## src/rtl/csi_framer.sv

```systemverilog
// CSI framer: buffers one equalizer CSI frame, validates its length, prepends a header word
// and streams the framed packet to the DMA. Define CSI_FRAMER_TIMESTAMP_EN to add a timestamp word.
module csi_framer #(
  parameter int          FRAME_LEN = 64,
  parameter logic [15:0] MAGIC     = 16'hC510,
  parameter int          DROP_W    = 16
) (
  input  logic              clk_in,
  input  logic              rst_in,
  input  logic              csi_axis_tvalid,
  input  logic              csi_axis_tlast,
  input  logic [31:0]       csi_axis_tdata,
  output logic              csi_axis_tready,
  output logic              m_axis_tvalid,
  output logic              m_axis_tlast,
  output logic [31:0]       m_axis_tdata,
  input  logic              m_axis_tready,
  output logic [DROP_W-1:0] frames_dropped_out,
  output logic              busy_out
);

  localparam int CNT_W = (FRAME_LEN > 1) ? $clog2(FRAME_LEN) : 1;
  localparam logic [CNT_W-1:0] LAST_IDX = CNT_W'(FRAME_LEN - 1);
  localparam logic [CNT_W-1:0] ZERO_IDX = {CNT_W{1'b0}};

  typedef enum logic [2:0] {
    S_FILL    = 3'd0,
    S_DISCARD = 3'd1,
    S_HDR     = 3'd2,
`ifdef CSI_FRAMER_TIMESTAMP_EN
    S_TS      = 3'd3,
`endif
    S_DATA    = 3'd4
  } state_t;

  function automatic logic [DROP_W-1:0] sat_inc(input logic [DROP_W-1:0] v);
    return (v == {DROP_W{1'b1}}) ? v : v + {{(DROP_W-1){1'b0}}, 1'b1};
  endfunction

  state_t              state_q, state_d;
  logic [CNT_W-1:0]    count_q, count_d;
  logic [CNT_W-1:0]    idx_q, idx_d;
  logic [15:0]         seq_q, seq_d;
  logic [DROP_W-1:0]   drop_q, drop_d;
  logic [31:0]         hdr_q, hdr_d;
  logic                mvalid_q, mvalid_d;
  logic                mlast_q, mlast_d;
  logic                tready_q, tready_d;
  logic                busy_q, busy_d;
  logic                in_fire, out_fire;
  logic                wr_en, rd_en;
  logic [CNT_W-1:0]    rd_addr;
  logic [31:0]         mem [FRAME_LEN];
  logic [31:0]         ram_q;
`ifdef CSI_FRAMER_TIMESTAMP_EN
  logic [31:0]         ts_cnt_q;
  logic [31:0]         ts_cap_q, ts_cap_d;
`endif

  assign in_fire  = csi_axis_tvalid && tready_q;
  assign out_fire = mvalid_q && m_axis_tready;

  // Next-state logic; the RAM is read one beat ahead so data words follow the header back to back.
  always_comb begin
    state_d  = state_q;
    count_d  = count_q;
    idx_d    = idx_q;
    seq_d    = seq_q;
    drop_d   = drop_q;
    hdr_d    = hdr_q;
    mvalid_d = mvalid_q;
    mlast_d  = mlast_q;
    wr_en    = 1'b0;
    rd_en    = 1'b0;
    rd_addr  = ZERO_IDX;
`ifdef CSI_FRAMER_TIMESTAMP_EN
    ts_cap_d = ts_cap_q;
`endif
    case (state_q)
      S_FILL: begin
        if (in_fire) begin
          wr_en = 1'b1;
`ifdef CSI_FRAMER_TIMESTAMP_EN
          if (count_q == ZERO_IDX) begin
            ts_cap_d = ts_cnt_q;
          end else begin
            ts_cap_d = ts_cap_q;
          end
`endif
          if (csi_axis_tlast) begin
            count_d = ZERO_IDX;
            if (count_q == LAST_IDX) begin
              state_d  = S_HDR;
              mvalid_d = 1'b1;
              mlast_d  = 1'b0;
              hdr_d    = {MAGIC, seq_q};
            end else begin
              drop_d = sat_inc(drop_q);
            end
          end else if (count_q == LAST_IDX) begin
            state_d = S_DISCARD;
            count_d = ZERO_IDX;
          end else begin
            count_d = count_q + {{(CNT_W-1){1'b0}}, 1'b1};
          end
        end else begin
          count_d = count_q;
        end
      end
      S_DISCARD: begin
        if (in_fire && csi_axis_tlast) begin
          drop_d  = sat_inc(drop_q);
          count_d = ZERO_IDX;
          state_d = S_FILL;
        end else begin
          state_d = S_DISCARD;
        end
      end
      S_HDR: begin
        rd_en = 1'b1;
        if (out_fire) begin
`ifdef CSI_FRAMER_TIMESTAMP_EN
          state_d = S_TS;
          hdr_d   = ts_cap_q;
`else
          state_d = S_DATA;
          idx_d   = ZERO_IDX;
          mlast_d = (LAST_IDX == ZERO_IDX);
`endif
        end else begin
          state_d = S_HDR;
        end
      end
`ifdef CSI_FRAMER_TIMESTAMP_EN
      S_TS: begin
        rd_en = 1'b1;
        if (out_fire) begin
          state_d = S_DATA;
          idx_d   = ZERO_IDX;
          mlast_d = (LAST_IDX == ZERO_IDX);
        end else begin
          state_d = S_TS;
        end
      end
`endif
      S_DATA: begin
        if (out_fire) begin
          if (idx_q == LAST_IDX) begin
            state_d  = S_FILL;
            mvalid_d = 1'b0;
            mlast_d  = 1'b0;
            hdr_d    = 32'h0000_0000;
            seq_d    = seq_q + 16'd1;
            count_d  = ZERO_IDX;
          end else begin
            rd_en   = 1'b1;
            rd_addr = idx_q + {{(CNT_W-1){1'b0}}, 1'b1};
            idx_d   = rd_addr;
            mlast_d = (rd_addr == LAST_IDX);
          end
        end else begin
          state_d = S_DATA;
        end
      end
      default: begin
        state_d  = S_FILL;
        mvalid_d = 1'b0;
        mlast_d  = 1'b0;
        count_d  = ZERO_IDX;
      end
    endcase
    tready_d = (state_d == S_FILL) || (state_d == S_DISCARD);
    busy_d   = !((state_d == S_FILL) && (count_d == ZERO_IDX));
  end

  // Control and output registers.
  always_ff @(posedge clk_in) begin
    if (rst_in) begin
      state_q  <= S_FILL;
      count_q  <= ZERO_IDX;
      idx_q    <= ZERO_IDX;
      seq_q    <= 16'd0;
      drop_q   <= {DROP_W{1'b0}};
      hdr_q    <= 32'h0000_0000;
      mvalid_q <= 1'b0;
      mlast_q  <= 1'b0;
      tready_q <= 1'b1;
      busy_q   <= 1'b0;
`ifdef CSI_FRAMER_TIMESTAMP_EN
      ts_cnt_q <= 32'd0;
      ts_cap_q <= 32'd0;
`endif
    end else begin
      state_q  <= state_d;
      count_q  <= count_d;
      idx_q    <= idx_d;
      seq_q    <= seq_d;
      drop_q   <= drop_d;
      hdr_q    <= hdr_d;
      mvalid_q <= mvalid_d;
      mlast_q  <= mlast_d;
      tready_q <= tready_d;
      busy_q   <= busy_d;
`ifdef CSI_FRAMER_TIMESTAMP_EN
      ts_cnt_q <= ts_cnt_q + 32'd1;
      ts_cap_q <= ts_cap_d;
`endif
    end
  end

  // Frame buffer with registered read port; the read register holds still while the DMA stalls.
  always_ff @(posedge clk_in) begin
    if (wr_en) begin
      mem[count_q] <= csi_axis_tdata;
    end
    if (rd_en) begin
      ram_q <= mem[rd_addr];
    end
  end

  assign csi_axis_tready    = tready_q;
  assign m_axis_tvalid      = mvalid_q;
  assign m_axis_tlast       = mlast_q;
  assign m_axis_tdata       = (state_q == S_DATA) ? ram_q : hdr_q;
  assign frames_dropped_out = drop_q;
  assign busy_out           = busy_q;

endmodule

```

## config.mk

```make
export PLATFORM = sky130hd
export DESIGN_NAME = csi_framer
export DESIGN_NICKNAME = d
export VERILOG_FILES = /design/src/rtl/csi_framer.sv
export SDC_FILE = /design/constraint.sdc
export NUM_CORES = 2
export LEC_CHECK = 0
export CAP_MARGIN = 20
export CORE_MARGIN = 1
export CORE_UTILIZATION = 35
export DETAILED_ROUTE_END_ITERATION = 16
export GPL_TIMING_DRIVEN = 0
export PLACE_DENSITY_LB_ADDON = 0.15
export SYNTH_ARGS = -nofsm -noshare
export SYNTH_HDL_FRONTEND = slang
export SYNTH_SLANG_ARGS = --single-unit
```

## constraint.sdc

```tcl
create_clock -name clk_in -period 5.35 [get_ports clk_in]
set_input_delay 0.8025 -clock clk_in [delete_from_list [all_inputs] [get_ports clk_in]]
set_output_delay 0.8025 -clock clk_in [all_outputs]
set_load 0.01 [all_outputs]
```

### Yosys cells after proc, flatten, opt, wreduce, memory -nomap -nowiden

Memories as Yosys holds them, arrays and structs flattened. A register that Yosys moved wholly into a read port is not among the register bits.
Index checks and enable logic that the tools add are counted.
W data, S select, Z words.

* memories: 1
* RAM bits: 2048
* input port bits: 37
* logic and storage cells: 109
* bits in registers: 83

* mux-type cells: 56
* bitwise operators: 2
* eq/ne operators: 17
* add/sub/neg operators: 4
* reduce and logical (&&, ||, !) cells: 19

Memory list
* mem: words 64, width 32, read ports 1, clocked after memory_dff 1, wr ports 1, line 53 `logic [31:0] mem [FRAME_LEN];`

Operators with widths (count)
* $mux W32: 6
* $mux W16: 5
* $mux W6: 12
* $pmux W32 S2: 1
* $add A16 B1 Y16 const B: 2
* $pmux W16 S2: 1
* $pmux W6 S4: 1
* $mux W3: 7
* $eq A6 B6 Y1 const B: 3
* $mux W1: 18
* $ne A2 B2 Y1 const B: 9
* $reduce_and A6 Y1: 3
* $eq A16 B16 Y1 const B: 1
* $add A6 B1 Y6 const B: 2
* $pmux W3 S4: 1
* $pmux W6 S2: 1
* $eq A3 B1 Y1 const B: 2
* $logic_not A3 Y1: 2
* $logic_not A6 Y1: 1
* $reduce_bool A2 Y1: 3
* $reduce_and A5 Y1: 1
* $logic_and A1 B1 Y1: 4
* $pmux W1 S4: 1
* $reduce_and A4 Y1: 1
* 9 further kinds: 10

### Logic depth before layout (Yosys ltp)

* depth after elaboration: 8
* gate-level depth with buffers: 18
* mapped depth without buffers: 9

### Worst setup path before layout

OpenSTA, ideal clock, no wires.

* path type: reg-to-reg
* from: register idx_q[0]
* to: register ram_q[24], read port of mem, data pin
* arrival time: 3745 ps
* required time: 5073 ps
* slack: 1328 ps
* path buffers: 8
* stages on the path, launching flop included: 17
* path through: dfxtp_1 clkbuf_1 inv_1 buf_2 clkbuf_1 clkbuf_1 clkbuf_1 ha_1 clkbuf_1 nand4bb_1 a2111oi_2 buf_2 buf_1 o21ai_0 and4_1 a31oi_1 nand4_1

* cells in the longest elaborated chain, start to end: 4
* elaborated cells between the ends (all ways): 8

RTL lines
* from (decl): line 42 `logic [CNT_W-1:0] idx_q, idx_d;`
* from (signal assigned): line 196 `idx_q <= idx_d;`
* $add A6 B1 Y6 or $eq A6 B6 Y1 (tied branches): line 157, 148
* $mux W6 or $mux W1 (tied branches): line 148 `if (idx_q == LAST_IDX) begin`
* $mux W6 or $mux W1 (tied branches): line 147 `if (out_fire) begin`
* $mux W6 or $pmux W1 S2 (tied branches): line 79 `case (state_q)`
* to (decl): line 54 `logic [31:0] ram_q;`

Several ways; a longest one is shown, not always the timed one.
A chain may end at the register's enable or synchronous reset.

### Worst setup path in the final report

* from: register idx_q[1]
* to: register ram_q[13], read port of mem, data pin

Same word-level chain as after synthesis.

==> out/results.md <==
| Quantity | Value |
|:---|:---|
| Static leakage | 33.4 nW |
| Number of standard cells in the layout, taps in and fillers out | 8932 |
| Place WS | -2.68 ns |
| Synth warnings | 0 |
| Detailed-router iteration count before antenna repair | 6 |
| Clock edge transition at the registers on the reported setup and hold paths | 0.06 ns |
| Cell depth of the worst setup path | 13 |
| Most used cells in the layout excluding fill and tap cells | edfxtp_1, mux2i_1, o221ai_1 |
| Horizontal extent of the die | 489 um |
| Via density | 6.42 |
| Hold-critical path endpoint | mem[39][2] |
| Most common cell after layout, fill and taps aside | edfxtp_1 |
| # IOs | 89 |
| GRT Resource Usage Total | 32.5% |
| Inserted Clock Buffers | 222 |
| CP max stage delay | 0.70 ns |
| Hold path depth | 1 |
| Count of input and output buffers | 88 |
| # DRC | 0 |
| Vias in the first global route | 51.7k |
| Area of the mapped netlist | 83000 sq um |
| Syn_area_per_cell | 16.4 sq um |
| Die Height | 489 um |
| Slew of the pin with the lowest slew margin | 1.34 ns |
| Residual antenna-violating net count after detailed routing | 0 |
| Hold Fails Final Rpt | 0 |
| PwrDens | 342 nW/um^2 |
| Portion of the post-synthesis area used by sequential elements | 76.9% |
| Post-Place Cells | 8507 |
| Net count reported at finish | 5619 |
| Number of antenna violations at the first check in global routing | 44 |
| Library cell used as clock root buffer | clkbuf_16 |
| Fraction of registers with async set/reset | 0% |
| Worst Clk Skew | 0.0470 ns |
| HPWL Detailed | 277 mm |
| CP endpoint kind | flip-flop |
| Initial Utilization | 35.2% |
| Aggregate global routing overflow | 0 |
| Required time at the endpoint of the critical path | 5.77 ns |
| Worst IR Drop VDD | 402 uV |
| Max-Slew Margin vs Limit | 10.7% |
| Clock Sink Count | 2148 |
| Routability Congestion | 0.959 |
| Setup repair after global routing missed its margin | false |
| Share of layout cells above drive strength 1 | 14.9% |
| Nature of the critical path startpoint | flip-flop |
| Data arrival time at the worst-slack endpoint | 5.88 ns |
| Total Routed Length | 395 mm |
| Fin Setup TNS | -0.511 ns |
| Max-cap check violation count | 0 |
| Critical path's top delay family | buffers and inverters |
| Class of the tightest hold or removal check | in -> reg |
| TritonCTS clock tree | built |
| Placeable Area | 236000 sq um |
| Final Max Slew Viols | 0 |
| Count of distinct cell types in the synthesized netlist | 71 |
| Mapped Nets | 5112 |
| Number of instances in the synthesized netlist | 5070 |
| Wire length of the first global-routing pass | 509 mm |
| Achievable clock frequency | 183 MHz |
| Longest Clk Path Bufs | 3 |
| Count of endpoints failing setup in the final report | 10 |
| Register-to-Register Setup Slack | -0.11 ns |
| R2R Path End | ram_q[13] |
| Most used flip-flop cell after synthesis | edfxtp_1 |
| DIE AREA | 239000 sq um |
| Library cell contributing the largest single delay on the critical path | o211ai_1 |
| DR vias | 57.3k |
| Hold path startpoint | csi_axis_tdata[2] |
| Wire length per cell | 44.2 um |
| Depth of the CTS H-tree | 4 |
| Worst Path Max Fanout | 10 |
| Pin count of the biggest net entering global routing | 65 |
| Number of enable-type register cells in the synthesized netlist | 2080 |
| Final critical delay including setup and external delays | 5.46 ns |
| Relative area change from synthesis to final layout | 19.7% |
| Drt first-iter violations | 10.4k |
| Clk_lat worst skew | 0.92 ns |
| Count of standard-cell rows | 178 |
| Critical-path cell list | ha_1 > buf_2 > nand2_2 > o211ai_1 > buf_4 > buf_4 > buf_2 > buf_6 > buf_2 > mux2i_1 > o22ai_1 > o211ai_1 > nand4_1 |
| Worst Reg2Reg Path Length in Cells | 13 |
| Final worst slack | -0.112 ns |
| Beginning of the worst register-to-register path | idx_q[1] |
| Kind of critical path | reg -> reg |
| Most numerous cell on the critical path | buf_2 |
| Part of the cycle the worst path needs | 102% |
| Violations in the final reports | negative setup slack |
| Critical path buffers and inverters | 6 |
| Synth Register Bits | 2148 |
| Outcome | finished with violations |
## state kept, by name (all words and copies together) (netlist names)
name,count
m_axis_tlast,1
frames_dropped_out,16
count_q,6
m_axis_tvalid,1
mem,2048
csi_axis_tready,1
hdr_q,17
ram_q,32
seq_q,16
idx_q,6
busy_out,1
state_q,3
## cell type report
class | count | area (sq um)
diodes | 18 | 45.0
plain buffers | 377 | 2000
clock buffers | 295 | 5850
clock inverters | 116 | 877
fillers | 21348 | 136000
inverters | 10 | 37.5
multi-input cells | 2528 | 18100
flip-flops and latches | 2148 | 63800
well taps | 3150 | 3940
repair buffers | 290 | 4690
## kinds of logic (layout without fill, tap and decap cells)
logic type / Yosys count / after routing / synth area share, %
compound gates: 1183 / 1183 / 10.5
xor+xnor: 30 / 30 / 0.325
simple gates: 913 / 913 / 5.28
other cells: 0 / 18 / 0
buf+inv: 394 / 1088 / 2.17
fa+ha+maj: 5 / 5 / 0.0753
mux: 397 / 397 / 4.79
flops: 2148 / 2148 / 76.9
## metrics by stage
step	power, W	util (%)	hold slack, ns	area, sq um
floorplan	0.0189	-	0.432	83000
global placement	0.0194	37.3	0.446	87900
detailed placement	0.0194	39.1	0.458	92200
CTS	0.0339	42.1	0.116	99300
global route	0.0346	42.2	0.136	99300
finish	0.0339	42.2	0.142	99400
## report_power, final
group	internal [W]	switching [W]
clock	0.00802	0.00684
sequential	0.0185	0.00000819
combinational	0.000116	0.000495
## worst max-delay path by stage
stage / end / slack (ns) / start
final: ram_q[13] / -0.11 / idx_q[1]
after global routing: ram_q[6] / 0.008 / idx_q[0]
after CTS: ram_q[6] / 0.04 / idx_q[0]
after detailed placement: ram_q[2] / -2.68 / idx_q[0]
after global placement: ram_q[0] / -4.42 / idx_q[0]
after floorplan: ram_q[24] / 1.33 / idx_q[0]
## layer usage
| layer | wire, um | GRT usage [%] | vias to the layer above |
|---|---|---|---|
| met5 | 241 | 0.221 | - |
| met4 | 26200 | 17.9 | 22 |
| met3 | 51600 | 10.4 | 938 |
| met2 | 168000 | 47.4 | 4558 |
| met1 | 149000 | 42.8 | 29984 |
| li1 | - | - | 21825 |
## cell usage after synthesis, drive strengths merged, types with 15 or more instances
cell,number,area [sq um]
a32oi,25,219
and2,17,106
o22ai,189,1180
o22a,61,534
buf,205,1090
o311ai,75,657
nand4,77,488
and3,40,250
dfxtp,68,1360
o221ai,391,3420
nor3,56,280
nand2,329,1240
clkbuf,179,672
or3,49,307
edfxtp,2080,62500
o211ai,64,480
a22oi,25,188
xnor2,15,131
xor2,15,139
a21oi,204,1020
nor4,28,188
a31oi,27,169
mux2i,397,3970
nand3,94,475
nor2,165,622
nand2b,21,131
o21ai,64,320
## timing repair
item                                    4_1_cts  5_1_grt
resized for setup                           145       17
buffers inserted                              2        0
hold buffers                                  0        0
endpoints found under the setup margin       33       20
pin swaps                                    20        7
cloned                                        0        0
Power figures use the tool's default switching activity.
